### config.mk
export PLATFORM = sky130hd
export DESIGN_NAME = pg_pattern_ctrl
export DESIGN_NICKNAME = d
export VERILOG_FILES = /design/src/rtl/pg_pattern_ctrl_pkg.sv /design/src/rtl/pg_key_debounce.sv /design/src/rtl/pg_pattern_ctrl.sv
export SDC_FILE = /design/constraint.sdc
export NUM_CORES = 1
export LEC_CHECK = 0
export ABC_AREA = 1
export BUFFER_PORTS_ARGS = -buffer_cell sky130_fd_sc_hd__buf_2
export CAP_MARGIN = 20
export CORE_MARGIN = 2
export CORE_UTILIZATION = 40
export CTS_CLUSTER_DIAMETER = 80
export DETAILED_ROUTE_END_ITERATION = 6
export HOLD_SLACK_MARGIN = 0.15
export PLACE_DENSITY_LB_ADDON = 0.15
export RECOVER_POWER = 25
export SYNTH_ARGS = -nofsm -noshare
export SYNTH_HDL_FRONTEND = slang
export SYNTH_SLANG_ARGS = --single-unit
### constraint.sdc
create_clock -name clk -period 2.4 [get_ports clk]
set_input_delay 0.12 -clock clk [delete_from_list [all_inputs] [get_ports clk]]
set_output_delay 0.12 -clock clk [all_outputs]
set_load 0.05 [all_outputs]
### src/rtl/pg_pattern_ctrl_pkg.sv
// Shared types and default widths for the pattern-generator control block.
// Imported by the top-level controller and by the key debouncer.
package pg_pattern_ctrl_pkg;

    localparam int DEB_W     = 20;
    localparam int FRM_W     = 8;
    localparam int DEF_IDX_W = 4;

    // Key slots in the key/press vectors
    localparam int KEY_UP   = 0;
    localparam int KEY_DOWN = 1;
    localparam int KEY_SEL  = 2;
    localparam int KEY_AUTO = 3;
    localparam int NUM_KEYS = 4;

    typedef enum logic [1:0] {
        ST_MANUAL = 2'd0,
        ST_AUTO   = 2'd1,
        ST_HOLD   = 2'd2
    } pg_state_e;

endpackage

### src/rtl/pg_key_debounce.sv
// One push-button path: 2-flop synchronizer, stable-sample debounce counter,
// and a rising-edge detector that yields a single-cycle press pulse.
module pg_key_debounce
    import pg_pattern_ctrl_pkg::*;
#(
    parameter logic [DEB_W-1:0] DEB_CYCLES = 20'd1000000
) (
    input  logic clk,
    input  logic rst_n,
    input  logic key_i,
    output logic press_o
);

    logic             sync1_q;
    logic             sync2_q;
    logic             level_q;
    logic             level_d;
    logic             level_dly_q;
    logic [DEB_W-1:0] cnt_q;
    logic [DEB_W-1:0] cnt_d;

    // Count consecutive samples that disagree with the accepted level; any
    // agreeing sample restarts the count, so bounces never accumulate.
    always_comb begin
        cnt_d   = cnt_q;
        level_d = level_q;
        if (sync2_q == level_q) begin
            cnt_d = '0;
        end else if (cnt_q == DEB_CYCLES - 20'd1) begin
            level_d = sync2_q;
            cnt_d   = '0;
        end else begin
            cnt_d = cnt_q + 1'b1;
        end
    end

    always_ff @(posedge clk) begin
        if (!rst_n) begin
            sync1_q     <= 1'b0;
            sync2_q     <= 1'b0;
            level_q     <= 1'b0;
            level_dly_q <= 1'b0;
            cnt_q       <= '0;
        end else begin
            sync1_q     <= key_i;
            sync2_q     <= sync1_q;
            level_q     <= level_d;
            level_dly_q <= level_q;
            cnt_q       <= cnt_d;
        end
    end

    assign press_o = level_q & ~level_dly_q;

endmodule

### src/rtl/pg_pattern_ctrl.sv
// Pattern selection controller: MANUAL/AUTO/HOLD mode FSM, wrapping pattern
// index arithmetic, auto-advance frame counter and frame-aligned index load.
module pg_pattern_ctrl
    import pg_pattern_ctrl_pkg::*;
#(
    parameter logic [7:0]       PAT_NUM     = 8'd16,
    parameter int               IDX_W       = DEF_IDX_W,
    parameter logic [DEB_W-1:0] DEB_CYCLES  = 20'd1000000,
    parameter logic [FRM_W-1:0] AUTO_FRAMES = 8'd60
) (
    input  logic             clk,
    input  logic             rst_n,
    input  logic             en,
    input  logic             key_up,
    input  logic             key_down,
    input  logic             key_sel,
    input  logic             key_auto,
    input  logic             pg_frm_st,
    output logic [IDX_W-1:0] pat_idx,
    output logic             pat_upd,
    output logic             auto_mode,
    output logic             hold_mode
);

    localparam logic [IDX_W-1:0] IDX_MAX = IDX_W'(PAT_NUM - 8'd1);

    logic [NUM_KEYS-1:0] key_raw;
    logic [NUM_KEYS-1:0] press;
    logic [NUM_KEYS-1:0] ev;
    logic                up_ev;
    logic                dn_ev;
    logic                sel_ev;
    logic                aut_ev;
    logic                frm;
    logic                adv;
    logic [IDX_W-1:0]    base_idx;

    pg_state_e           state_q;
    pg_state_e           state_d;
    logic [IDX_W-1:0]    next_idx_q;
    logic [IDX_W-1:0]    next_idx_d;
    logic [IDX_W-1:0]    pat_idx_q;
    logic [IDX_W-1:0]    pat_idx_d;
    logic                pat_upd_q;
    logic                pat_upd_d;
    logic [FRM_W-1:0]    fcnt_q;
    logic [FRM_W-1:0]    fcnt_d;

    function automatic logic [IDX_W-1:0] idx_inc(input logic [IDX_W-1:0] v);
        return (v == IDX_MAX) ? '0 : v + 1'b1;
    endfunction

    function automatic logic [IDX_W-1:0] idx_dec(input logic [IDX_W-1:0] v);
        return (v == '0) ? IDX_MAX : v - 1'b1;
    endfunction

    assign key_raw[KEY_UP]   = key_up;
    assign key_raw[KEY_DOWN] = key_down;
    assign key_raw[KEY_SEL]  = key_sel;
    assign key_raw[KEY_AUTO] = key_auto;

    generate
        for (genvar gi = 0; gi < NUM_KEYS; gi++) begin : g_key
            pg_key_debounce #(
                .DEB_CYCLES (DEB_CYCLES)
            ) u_deb (
                .clk     (clk),
                .rst_n   (rst_n),
                .key_i   (key_raw[gi]),
                .press_o (press[gi])
            );
        end
    endgenerate

    // Gating the events (not the debouncers) freezes everything while en=0
    // and drops any press whose edge lands in that window.
    assign ev     = press & {NUM_KEYS{en}};
    assign frm    = pg_frm_st & en;
    assign up_ev  = ev[KEY_UP] & ~ev[KEY_DOWN];
    assign dn_ev  = ev[KEY_DOWN] & ~ev[KEY_UP];
    assign sel_ev = ev[KEY_SEL];
    assign aut_ev = ev[KEY_AUTO];

    always_ff @(posedge clk) begin
        if (!rst_n) begin
            state_q <= ST_MANUAL;
        end else begin
            state_q <= state_d;
        end
    end

    always_comb begin
        state_d = state_q;
        case (state_q)
            ST_MANUAL: begin
                if (sel_ev)      state_d = ST_HOLD;
                else if (aut_ev) state_d = ST_AUTO;
            end
            ST_AUTO: begin
                if (sel_ev)      state_d = ST_HOLD;
                else if (aut_ev) state_d = ST_MANUAL;
            end
            ST_HOLD: begin
                if (sel_ev)      state_d = ST_MANUAL;
            end
            default:             state_d = ST_MANUAL;
        endcase
    end

    always_comb begin
        auto_mode = (state_q == ST_AUTO);
        hold_mode = (state_q == ST_HOLD);
    end

    // base_idx is the frame-start view of next_idx (auto advance included);
    // a coincident press is layered on top so it only shows at the next load.
    always_comb begin
        adv        = (state_q == ST_AUTO) && frm && (fcnt_q == AUTO_FRAMES - 8'd1);
        base_idx   = adv ? idx_inc(next_idx_q) : next_idx_q;
        next_idx_d = base_idx;
        fcnt_d     = fcnt_q;
        pat_idx_d  = pat_idx_q;
        pat_upd_d  = 1'b0;

        if ((state_q == ST_AUTO) && frm) begin
            fcnt_d = adv ? '0 : fcnt_q + 1'b1;
        end

        if (state_q != ST_HOLD) begin
            if (up_ev)      next_idx_d = idx_inc(base_idx);
            else if (dn_ev) next_idx_d = idx_dec(base_idx);
            if ((state_q == ST_AUTO) && (up_ev || dn_ev)) begin
                fcnt_d = '0;
            end
        end

        if ((state_q == ST_MANUAL) && (state_d == ST_AUTO)) begin
            fcnt_d = '0;
        end

        if (frm) begin
            pat_idx_d = base_idx;
            pat_upd_d = (base_idx != pat_idx_q);
        end
    end

    always_ff @(posedge clk) begin
        if (!rst_n) begin
            next_idx_q <= '0;
            pat_idx_q  <= '0;
            pat_upd_q  <= 1'b0;
            fcnt_q     <= '0;
        end else begin
            next_idx_q <= next_idx_d;
            pat_idx_q  <= pat_idx_d;
            pat_upd_q  <= pat_upd_d;
            fcnt_q     <= fcnt_d;
        end
    end

    assign pat_idx = pat_idx_q;
    assign pat_upd = pat_upd_q;

endmodule

# Word-level counts from Yosys, hierarchy flattened
# Cells that the tools add are included.
[word_totals]
ff_bits = 115
latchBits = 0
mem_bits_rw = 0
romBits = 0
output_inout_bits = 7
n_memories = 0
[classes]
add_sub_neg = 8
mul = 0
n_div = 0
magnitude_cmp = 0
n_eq_ne = 16
shifts = 0
mux = 17
n_bitwise = 19
reduce_logical = 17
[ops]
columns = ["op", "count"]
rows = [
  ["adder 20 x 1 -> 20 bit, second input constant", 4],
  ["== test 20 bit, second input constant", 4],
  ["two-way mux 8 bit", 4],
  ["two-way mux 4 bit", 7],
  ["OR reduction 3 bit", 4],
  ["NOT 1 bit", 11],
  ["two-way mux 2 bit", 5],
  ["AND reduction 2 bit", 5],
  ["adder 4 x 1 -> 4 bit, second input constant", 2],
  ["adder 8 x 1 -> 8 bit, second input constant", 1],
  ["== test 4 bit, second input constant", 2],
  ["== test 8 x 6 -> 1 bit, second input constant", 1],
  ["AND 1 bit", 7],
  ["case mux 2 bit (3 select lines)", 1],
  ["AND 4 bit", 1],
  ["== test 1 bit", 4],
  ["== test 2 x 1 -> 1 bit, second input constant", 2],
  ["logical AND 1 bit", 4],
  ["logical NOT 4 bit", 1],
  ["inequality test 4 bit", 1],
  ["subtractor 4 x 1 -> 4 bit, second input constant", 1],
  ["== test 2 bit, second input constant", 1],
  ["logical NOT 2 bit", 1],
  ["inequality test 2 bit, second input constant", 1],
  ["2 further kinds", 2],
]

# Depth between registers and ports, before layout
# Gate-level depths: netlist of the first run.
[logic_depth]
word_depth = 9
mapped_depth = 16
ltp_nobuf = 16

# Cells and area by module
# A second synthesis of the first run with hierarchy kept.
[unflattened]
cells_unflattened = 836
area_unflattened_um2 = 6120.9
[modules_own_cells]
columns = ["mod", "instances", "cells_per_inst", "area_per_inst_um2"]
rows = [
  ["pg_key_debounce", 4, 164, 1201.2],
  ["pg_pattern_ctrl", 1, 180, 1316.3],
]

# Worst setup path before layout of the first run
# No wires, ideal clock.
[synth_timing]
path_kind = "reg-to-reg"
start = "register fcnt_q[0]"
end = "register next_idx_q[2]"
setup_ps = 71
t_arrival_ps = 1869
path_slack_ps = 460
path_stages_with_launch = 13
path_buffers = 0
period_less_slack_ps = 1940
path_cell_list = "dfxtp_1 -> ha_1 -> inv_1 -> nor2_1 -> nand2_1 -> nor2_1 -> nand3_1 -> nand2_2 -> ha_1 -> inv_1 -> a2111oi_0 -> o21ai_0 -> a21oi_1"
[synth_between]
elab_chain_len = 8
[synth_lines]
columns = ["element", "line_no", "text"]
rows = [
  ["start: declaration", "pg_pattern_ctrl.sv:46", "logic [FRM_W-1:0] fcnt_q;"],
  ["start signal: assignment", "pg_pattern_ctrl.sv:157", "fcnt_q <= fcnt_d;"],
  ["== test 8 x 6 -> 1 bit (*)", "pg_pattern_ctrl.sv:118", "adv = (state_q == ST_AUTO) && frm && (fcnt_q == AUTO_FRAMES - 8'd1);"],
  ["logical AND 1 bit (*)", "pg_pattern_ctrl.sv:118", ""],
  ["two-way mux 4 bit (*)", "pg_pattern_ctrl.sv:119", "base_idx = adv ? idx_inc(next_idx_q) : next_idx_q;"],
  ["subtractor 4 x 1 -> 4 bit / logical NOT 4 bit (equally long branches)", "pg_pattern_ctrl.sv:54", "return (v == '0) ? IDX_MAX : v - 1'b1;"],
  ["two-way mux 4 bit", "pg_pattern_ctrl.sv:54", ""],
  ["two-way mux 4 bit", "pg_pattern_ctrl.sv:131", "else if (dn_ev) next_idx_d = idx_dec(base_idx);"],
  ["two-way mux 4 bit", "pg_pattern_ctrl.sv:130", "if (up_ev) next_idx_d = idx_inc(base_idx);"],
  ["two-way mux 4 bit (*)", "pg_pattern_ctrl.sv:129", "if (state_q != ST_HOLD) begin"],
  ["end signal: assignment", "pg_pattern_ctrl.sv:154", "next_idx_q <= next_idx_d;"],
  ["end: declaration", "pg_pattern_ctrl.sv:40", "logic [IDX_W-1:0] next_idx_q;"],
]
# Every way passes the cells marked *; elsewhere a longest branch is shown, timed or not.
# A chain may end at the register's enable or synchronous reset.

# Final worst setup path of the first run
# Same ends and word-level chain as after synthesis.

==> results of run 1 <==
==> logic make-up after synthesis <==
kind of cell,Yosys count,synth area share
buf+inv,136,0.09406
fa+ha+maj,10,0.02208
flops,115,0.4063
simple gates,415,0.3654
xor+xnor,24,0.03709
compound gates,76,0.07507
==> state kept, by name, indices dropped and copies added, names as in the netlist <==
name	cells
g_key.u_deb.level_dly_q	4
g_key.u_deb.level_q	4
g_key.u_deb.cnt_q	80
pat_idx	4
state_q	2
next_idx_q	4
pat_upd	1
fcnt_q	8
g_key.u_deb.sync2_q	4
g_key.u_deb.sync1_q	4
==> final cells by class <==
cell class | instances | area share
multi-input cells | 525 | 0.4286
inverters | 124 | 0.07045
well taps | 180 | 0.03409
clock buffers | 20 | 0.06761
clock inverters | 12 | 0.02083
repair buffers | 29 | 0.02992
flip-flops and latches | 115 | 0.3485
==> power by group through the flow <==
stage / Sequential (µW) / Clock [µW] / Combinational, µW
final: 1930 / 2490 / 95.4
after global routing: 1930 / 2660 / 107
after CTS: 1930 / 2560 / 97.9
after detailed placement: 1970 / 0 / 85.0
after global placement: 1970 / 0 / 84.0
after floorplan: 1990 / 0 / 43.3
==> stage by stage <==
step	hold WS [ns]	instance area, µm²	util	cells	setup slack, ns
2_1_floorplan	0.2176	5667	-	776	0.4600
3_3_place_gp	0.3233	5932	0.4273	963	0.2776
3_5_place_dp	0.3162	5932	0.4273	963	0.1949
4_1_cts	0.2126	6616	0.4767	1005	0.1440
5_1_grt	0.2538	6606	0.4759	1005	0.07229
6_report	0.2261	6606	0.4759	1005	0.2108
==> worst register-to-register path, delay by kind of cell (launching register included) <==
kind | cells | cell delay (ns)
AOI/OAI and AO/OA | 3 | 0.63
buffers and inverters | 2 | 0.15
and+or+nand+nor | 5 | 0.59
adders and majority gates | 2 | 0.38
DFF | 1 | 0.37
==> repair_timing <==
item | CTS | global route
hold endpoints to repair | 13 | 0
gates resized for setup | 0 | 2
hold buffers | 10 | 0
setup endpoints to repair | 0 | 1
setup buffers | 0 | 0
==> layer usage <==
metal	routed length (µm)	track usage	part of all wire	up-vias
li1	-	-	-	2577
met3	382	0.05397	0.035	14
met5	0	0	0	-
met4	153	0.06818	0.014	0
met1	5465	0.1887	0.50	2119
met2	4894	0.2538	0.45	49
==> worst max path at each step <==
| stage | cells past startpoint | to |
|---|---|---|
| floorplan | 12 | next_idx_q[2]$_SDFF_PN0_ |
| global route | 12 | next_idx_q[2]$_SDFF_PN0_ |
| global placement | 12 | next_idx_q[2]$_SDFF_PN0_ |
| finish | 12 | next_idx_q[2]$_SDFF_PN0_ |
| CTS | 12 | next_idx_q[2]$_SDFF_PN0_ |
| detailed placement | 12 | next_idx_q[2]$_SDFF_PN0_ |
==> cells in the final DEF, fill, tap and decap left out, types with 3 or more instances in the layout <==
master         netlist  final
nor4_1               4      5
xor2_1              17     17
bufinv_16            0      3
nor3b_2              3      3
buf_4                2      5
dfxtp_1            115    115
dlygate4sd3_1        0     10
inv_1              124    124
nor2_2              10     10
nand3_2              7      7
nand3_1             41     41
xnor2_1              7      7
clkinv_2             0      8
or2_2                6      6
nor3b_1             17     17
nand2_2             13     13
nor3_1              50     50
clkbuf_16            0     17
a211oi_1             3      3
o21a_1               3      3
a31oi_1              4      4
a21oi_1             40     40
ha_1                10     10
nand4_1             19     19
o21ai_0             19     19
nor3_2               3      3
nor2_1              96     96
buf_2                6      6
nand2_1            132    132
clkbuf_1             3     10
==> metrics, run 1 <==
CP Launch Point=fcnt_q[0]$_SDFF_PP0_; WHS Endpoint=fcnt_q[1]$_SDFF_PP0_; share of layout cells above drive strength 1=0.1127; mapped cell area=5667 µm²; Post-synth top cells=132 x nand2_1, 124 x inv_1, 115 x dfxtp_1; Flop pwr share=0.428; delay-heaviest family, CP=compound AO/OA/AOI/OAI gates; Slew @ Worst Pin=1.022 ns; Max stage delay on crit path=0.37 ns; hpwl dp=7782 µm; DIE HEIGHT=123.0 µm; io pins=15; Mapped Cells=776; initial drt markers=199; largest net degree at the start of global routing=26; P_int=3597 µW; hold depth=5; Comb power frac=0.021; syn_nets=794; worst hold start=pg_frm_st; FP Rows=43; Crit. End Element=flop; Final ANT Viol Nets=0; Max Fclk=0.4568 GHz; Routed WL=10900 µm; initial antenna violation count=0; PnR Total Power=4520 µW; Clk pwr share=0.551; cell accounting for the most synthesized area=dfxtp_1; highest-delay cell along the critical path=dfxtp_1; PwrDens=684.2 nW/µm²; Tmin final=2.189 ns; global-route wire length before repair=18660 µm; Num CTS Buffers=17; Worst R2R Setup Slack=0.21 ns; 1st-pass router iterations=4; CP Class=reg2reg; Reg2Reg Depth=12; worst min path class=in2reg; Switching Fraction=0.2042; vias in the first global route=4353; nets=830; fillers=1358; die width=123.0 µm; syn avg cell area=7.302 µm²; gr usage total=0.1567; WL/cell=10.84 µm; Max VDD drop=0.3999 mV; clock network latency to the later pin of the worst-skew pair=0.41 ns; crit-path max FO=5; CP Buf/Inv Count=2; Initial Util=0.4082; Final period util=0.9122; Crit Reg-Reg Endpoint=next_idx_q[2]$_SDFF_PN0_; Final setup viols=0; register area share after synthesis=0.4063; clock sinks=115; skew final=0.006309 ns; Reg area=2302 µm²; Vias=4759; area of the multi-input gates=2831 µm²; CTS tree=yes; LEAKAGE=0.002556 µW; TNS Setup=0 ns; Synth async-reset ratio=0; Synth-to-Final Area Change=16.58%; Synth cell types=41; input/output buffers=14; die area=15140 µm²; CP Launch Type=flop; synthesis-stage register bit count=115; Root Buffer=clkbuf_16; share of the synthesized area in the top cell type=0.4063; grt ovf=0; core footprint=13880 µm²; max cap viols=0; ranking of synthesized cells by area=dfxtp_1 41%, nand2_1 8.7%, inv_1 8.2%; Psw=922.9 µW; vias per cell=4.735; worst-case clock buffer depth=2; WP data arrival=2.53 ns; final hold vios=0; htree depth=4; worst path required time=2.74 ns; Max Slew Vio Count=0; Placer Congestion=0.8735; origin of the critical flop-to-flop path=fcnt_q[0]$_SDFF_PP0_; status=finished, final reports clean; Post-synth EDFFs=0; Top FF cell, synth=dfxtp_1; most common cell in the netlist=nand2_1; DRC violations left=0; Slew HR=0.3183; crit-path cells=ha_1, inv_1, nor2_1, nand2_1, nor2_1, nand3_1, nand2_2, ha_1, inv_1, a2111oi_2, o21ai_0, a21oi_1; clock transition at the registers of the reported paths=0.05 ns; RSZ-0062 raised after global routing=false; Yosys warning count=0; # diodes=0
(Power assumes the default switching activity.)
==> run 2, diff against run 1 <==
--- a/config.mk
+++ b/config.mk
@@ -14,7 +14,7 @@
 export DETAILED_ROUTE_END_ITERATION = 6
 export HOLD_SLACK_MARGIN = 0.15
 export PLACE_DENSITY_LB_ADDON = 0.15
-export RECOVER_POWER = 25
+export RECOVER_POWER = 50
 export SYNTH_ARGS = -nofsm -noshare
 export SYNTH_HDL_FRONTEND = slang
 export SYNTH_SLANG_ARGS = --single-unit
==> run 2 against run 1 <==
Critical endpoint unchanged. Cell count is the same. Setup slack gained 0.0082 ns. Die area is the same. First-iteration DRC count grew 11%.
==> metrics, run 2 (synthesis gave the netlist of run 1 again) <==
clock network latency to the later pin of the worst-skew pair=0.42 ns (about the same); initial drt markers=221 (+11%); Max VDD drop=0.4055 mV (+1.4%); share of layout cells above drive strength 1=0.1091 (-0.003636); io pins=15 (unchanged); worst min path class=in2reg; most common cell after layout, fill and taps aside=nand2_1; hold_ws=0.2203 ns (-0.005813 ns); Max Slew Vio Count=0 (unchanged); fillers=1359 (+0.074%); clock sinks=115 (unchanged); Tmin final=2.181 ns (-0.008198 ns); Routed WL=10930 µm (+0.28%); worst hold start=pg_frm_st; Initial Util=0.4082 (unchanged); htree depth=4 (unchanged); hpwl dp=7782 µm (unchanged); Placer Congestion=0.8735 (unchanged); WP data arrival=2.52 ns (about the same); # diodes=0 (unchanged); origin of the critical flop-to-flop path=fcnt_q[0]$_SDFF_PP0_; max FFs per register=80 (unchanged); PwrDens=686.8 nW/µm² (+0.38%); CP Class=reg2reg; biggest registers after layout=g_key.u_deb.cnt_q x80, fcnt_q x8; Num CTS Buffers=17 (unchanged); status=finished, final reports clean; DRC violations left=0 (unchanged); global-route wire length before repair=18660 µm (unchanged); FP Rows=43 (unchanged); Crit Reg-Reg Endpoint=next_idx_q[2]$_SDFF_PN0_; setup bufs post-CTS=0 (unchanged); die area=15140 µm² (unchanged); DIE HEIGHT=123.0 µm (unchanged); clock transition at the registers of the reported paths=0.05 ns (about the same); Vias=4756 (-0.063%); Synth-to-Final Area Change=16.25%; input/output buffers=14 (unchanged); gr usage total=0.1567 (unchanged); largest net degree at the start of global routing=26 (unchanged); Worst R2R Setup Slack=0.22 ns (about the same); 1st-pass router iterations=4 (unchanged); Slew HR=0.3126 (-0.005783); Root Buffer=clkbuf_16; CP Launch Type=flop; max cap viols=0 (unchanged); skew final=0.006671 ns (+0.0003617 ns); CP Launch Point=fcnt_q[0]$_SDFF_PP0_; Largest Register=g_key.u_deb.cnt_q; Final ANT Viol Nets=0 (unchanged); RSZ-0062 raised after global routing=false; WHS Endpoint=fcnt_q[1]$_SDFF_PP0_; vias per cell=4.732 (about the same); Reg2Reg Depth=12 (unchanged); hold depth=5 (unchanged); Slew @ Worst Pin=1.031 ns (+0.008674 ns); die width=123.0 µm (unchanged); most frequent cells in the layout=132 x nand2_1, 124 x inv_1, 115 x dfxtp_1, 97 x nor2_1, 50 x nor3_1; core footprint=13880 µm² (unchanged); Crit. End Element=flop; Final setup viols=0 (unchanged); WL/cell=10.87 µm (+0.28%); worst-case clock buffer depth=2 (unchanged); TNS Setup=0 ns (unchanged); Max Fclk=0.4585 GHz (+0.38%); Final period util=0.9088 (-0.003416); LEAKAGE=0.002555 µW (about the same); nets=830 (unchanged); vias in the first global route=4353 (unchanged); initial antenna violation count=0 (unchanged); crit-path max FO=5 (unchanged); grt ovf=0 (unchanged); worst path required time=2.74 ns (about the same); final hold vios=0 (unchanged); CTS tree=yes
==> run 2: cell types whose count changed in the layout (fill, tap and decap cells not counted) <==
| cell | change |
|---|---|
| buf_4 | -2 |
| nand3_2 | -1 |
| nor4_2 | -1 |
| nand3_1 | +1 |
| nor4_1 | +1 |
| nor2_1 | +1 |
| nor2_2 | -1 |
| clkbuf_2 | +2 |
==> run 2: worst max-delay path: stages (launching register included) <==
cell       delay, ns
dfxtp_1         0.37
ha_1            0.22
inv_1           0.08
nor2_1          0.09
nand2_1         0.06
nor2_1          0.17
nand3_1         0.11
nand2_2         0.15
ha_1            0.16
inv_1           0.07
a2111oi_2       0.33
o21ai_0         0.12
a21oi_1         0.18
==> run 2: metrics by stage <==
stage	instance area, µm²	total power [µW]	util	cells	setup slack (ns)
CTS	6616	4593	0.4767	1005	0.1440
global route	6588	4699	0.4746	1005	0.06858
floorplan	5667	2030	-	776	0.4600
finish	6588	4524	0.4746	1005	0.2190
global placement	5932	2055	0.4273	963	0.2776
detailed placement	5932	2057	0.4273	963	0.1949
==> run 2: report_power, final <==
group | leakage (µW) | switching [µW] | internal, µW
sequential | 0.000929 | 7.59 | 1920
clock | 0.000293 | 858 | 1640
combinational | 0.00133 | 62.4 | 32.5
==> run 2: how the worst max path moves through the flow <==
stage,end
3_5_place_dp,next_idx_q[2]$_SDFF_PN0_
3_3_place_gp,next_idx_q[2]$_SDFF_PN0_
6_report,next_idx_q[2]$_SDFF_PN0_
2_1_floorplan,next_idx_q[2]$_SDFF_PN0_
4_1_cts,next_idx_q[2]$_SDFF_PN0_
5_1_grt,g_key[0].u_deb.cnt_q[16]$_SDFF_PP0_
==> run 2: area by class of cell <==
cell class | instances | area [µm²] | area share
multi-input cells | 525 | 2818 | 0.4277
flip-flops and latches | 115 | 2302 | 0.3495
inverters | 124 | 465.4 | 0.07066
clock buffers | 20 | 446.7 | 0.06781
well taps | 180 | 225.2 | 0.03419
repair buffers | 29 | 192.7 | 0.02925
clock inverters | 12 | 137.6 | 0.02089
==> run 2: timing repair <==
item	4_1_cts	5_1_grt
setup endpoints to repair	0	1
hold buffers	10	0
gates resized for setup	0	2
hold endpoints to repair	13	0
==> run 2: per-layer routing <==
| layer | track usage | wire length [µm] |
|---|---|---|
| met5 | 0 | 0 |
| met4 | 0.06818 | 153 |
| met3 | 0.05397 | 384 |
| met2 | 0.2538 | 4862 |
| met1 | 0.1887 | 5524 |
==> run 3, diff against run 2 <==
--- a/config.mk
+++ b/config.mk
@@ -17,4 +17,5 @@
 export RECOVER_POWER = 50
 export SYNTH_ARGS = -nofsm -noshare
 export SYNTH_HDL_FRONTEND = slang
+export SYNTH_HIERARCHICAL = 1
 export SYNTH_SLANG_ARGS = --single-unit
==> run 3 against run 2 <==
Sequential power barely moved. Non-clock buffer count fell by 4. Global-route usage rose by 0.27 points.
==> metrics, run 3 <==
WL/cell=11.11 µm (+2.2%); Max Fclk=0.4743 GHz (+3.4%); syn_nets=854 (+7.6%); RSZ-0062 raised after global routing=false; hpwl dp=8629 µm (+11%); Yosys warning count=6 (+6); most common cell after layout, fill and taps aside=nand2_1; max FFs per register=80 (unchanged); Final setup viols=0 (unchanged); gr usage total=0.1594 (+0.002659); Routed WL=11950 µm (+9.4%); share of layout cells above drive strength 1=0.1477 (+0.03860); biggest registers after layout=g_key.u_deb/cnt_q x80, fcnt_q x8; Num CTS Buffers=17 (unchanged); register area share after synthesis=0.3761 (-0.03015); io pins=15 (unchanged); CP Launch Type=flop; PwrDens=645.5 nW/µm² (-6.0%); Max VDD drop=0.4469 mV (+10%); Switching Fraction=0.2070 (+0.001895); share of the synthesized area in the top cell type=0.3761 (-0.03015); Placer Congestion=0.7924 (-9.3%); Clk pwr share=0.548 (-0.004); clock network latency to the later pin of the worst-skew pair=0.41 ns (about the same); largest net degree at the start of global routing=22 (-15%); final hold vios=0 (unchanged); TNS Setup=0 ns (unchanged); Flop pwr share=0.431 (+0.004); core footprint=15090 µm² (+8.7%); grt ovf=0 (unchanged); Tmin final=2.108 ns (-0.07253 ns); clock transition at the registers of the reported paths=0.05 ns (about the same); Slew HR=0.3658 (+0.05326); CP Class=reg2reg; htree depth=4 (unchanged); input/output buffers=14 (unchanged); max cap viols=0 (unchanged); Synth async-reset ratio=0 (unchanged); cell accounting for the most synthesized area=dfxtp_1; mapped cell area=6121 µm² (+8.0%); clock sinks=115 (unchanged); Mapped Cells=836 (+7.7%); global-route wire length before repair=21020 µm (+13%); skew final=0.007335 ns (+0.0006640 ns); Root Buffer=clkbuf_16; most common cell in the netlist=nand2_1; crit-path max FO=8 (+3); die area=16310 µm² (+7.7%); WP data arrival=2.47 ns (-0.05 ns); vias per cell=4.674 (-1.2%); Initial Util=0.4056 (-0.002600); final worst setup slack=0.2915 ns (+0.07253 ns); Largest Register=g_key.u_deb/cnt_q; DIE HEIGHT=127.7 µm (+3.8%); FP Rows=45 (+4.7%); CP most frequent cell=nand2_1; setup bufs post-CTS=0 (unchanged); syn avg cell area=7.322 µm² (+0.26%); nets=892 (+7.5%); vias in the first global route=4729 (+8.6%); CP Buf/Inv Count=1 (-1); fillers=1557 (+15%); Core Util, Final=0.4605 (-0.01405); Psw=928.7 µW (about the same); Non-Filler Instances=1075 (+7.0%); Crit. End Element=flop; worst min path class=reg2reg; dpl cells=1035 (+7.5%); Max Slew Vio Count=0 (unchanged); die width=127.7 µm (+3.8%); Final period util=0.8785 (-0.03022); DRC violations left=0 (unchanged); 1st-pass router iterations=4 (unchanged); Comb power frac=0.021 (about the same); Vias=5025 (+5.7%); CTS tree=yes; pre-CTS WS=0.3044 ns (+0.1096 ns); P_int=3557 µW (-1.1%); LEAKAGE=0.002425 µW (-5.1%); Synth cell types=38 (-7.3%); Post-synth EDFFs=0 (unchanged); worst path required time=2.76 ns (+0.02 ns); highest-delay cell along the critical path=dfxtp_1; initial drt markers=204 (-7.7%); initial antenna violation count=0 (unchanged); Final ANT Viol Nets=0 (unchanged); ranking of synthesized cells by area=dfxtp_1 38%, nand2_1 10%, nor2_1 8.0%; Post-synth top cells=169 x nand2_1, 131 x nor2_1, 115 x dfxtp_1; worst-case clock buffer depth=2 (unchanged); crit-path cells=ha_1, nand2_1, nor2_1, nand3_4, nand2_1, nand2_1, ha_1, or2_2, a31oi_1, o21ai_0, inv_1; synthesis-stage register bit count=115 (unchanged); delay-heaviest family, CP=simple AND/OR/NAND/NOR gates; # diodes=0 (unchanged); Synth-to-Final Area Change=13.53%; most frequent cells in the layout=169 x nand2_1, 140 x nor2_1, 115 x dfxtp_1, 93 x inv_1, 48 x nor2_2; Top FF cell, synth=dfxtp_1; Max stage delay on crit path=0.36 ns (about the same); Slew @ Worst Pin=0.9513 ns (-0.07989 ns); status=finished, final reports clean
-- run 3: cell count changes in the layout (fill, tap and decap cells not counted), sizes merged, moves of 11 or more --
cell / before / now
inv: 124 / 99
nand2: 145 / 185
nand3: 49 / 62
nor2: 108 / 194
nor3: 54 / 21
nor3b: 20 / 2
xnor2: 7 / 18
-- run 3: final cells by class --
cell class / instances / area [µm²] / share of cell area
Clock buffer: 23 / 478.0 / 0.06878
Clock inverter: 9 / 103.9 / 0.01494
Inverter: 99 / 371.6 / 0.05347
Multi-Input combinational cell: 616 / 3303 / 0.4753
Sequential cell: 115 / 2302 / 0.3313
Tap cell: 188 / 235.2 / 0.03385
Timing Repair Buffer: 25 / 155.1 / 0.02233
-- run 3: worst paths after layout --
path	from	end	slack (ns)	cells past startpoint
hold reg to reg	g_key[1].u_deb/sync1_q$_SDFF_PN0_	g_key[1].u_deb/sync2_q$_SDFF_PN0_	0.41	2
setup / recovery	fcnt_q[0]$_SDFF_PP0_	next_idx_q[1]$_SDFF_PN0_	0.29	11
setup reg to reg	fcnt_q[0]$_SDFF_PP0_	next_idx_q[1]$_SDFF_PN0_	0.29	11
hold / removal	g_key[1].u_deb/sync1_q$_SDFF_PN0_	g_key[1].u_deb/sync2_q$_SDFF_PN0_	0.41	2
-- run 3: through the flow --
stage	instance area, µm²	total power (µW)	hold slack (ns)
3_3_place_gp	6352	2065	0.3061
6_report	6949	4485	0.4121
5_1_grt	6949	4662	0.4299
4_1_cts	7014	4562	0.4103
2_1_floorplan	6121	2040	0.2135
3_5_place_dp	6352	2063	0.3094
-- run 3: power by group through the flow --
stage / sequential, µW / clock [µW] / combinational (µW)
final: 1930 / 2460 / 96.0
after global routing: 1930 / 2620 / 108
after global placement: 1970 / 0 / 93.8
after floorplan: 1990 / 0 / 54.1
after CTS: 1930 / 2530 / 103
after detailed placement: 1970 / 0 / 92.6
-- run 3: tightest hold or removal path: cells and delay by family, from the launching register on --
kind | cells | cell delay, ns
flops | 1 | 0.30
simple gates | 1 | 0.05
buf+inv | 1 | 0.04
-- run 3: cells by family after synthesis --
group / after synthesis / synth area share
flops: 115 / 0.3761
xor+xnor: 42 / 0.06010
buf+inv: 105 / 0.07645
compound gates: 67 / 0.06439
fa+ha+maj: 10 / 0.02044
simple gates: 497 / 0.4025
-- run 3: repair_timing --
action | 4_1_cts | 5_1_grt
resized for setup | 0 | 0
setup endpoints to repair | 0 | 0
endpoints found under the hold margin | 15 | 0
hold buffers | 8 | 0
-- run 3: layer usage --
metal | GRT usage | up-vias | part of all wire
li1 | - | 2738 | -
met1 | 0.2009 | 2222 | 0.51
met2 | 0.2598 | 51 | 0.45
met3 | 0.04466 | 14 | 0.025
met4 | 0.06076 | 0 | 0.014
met5 | 0 | - | 0
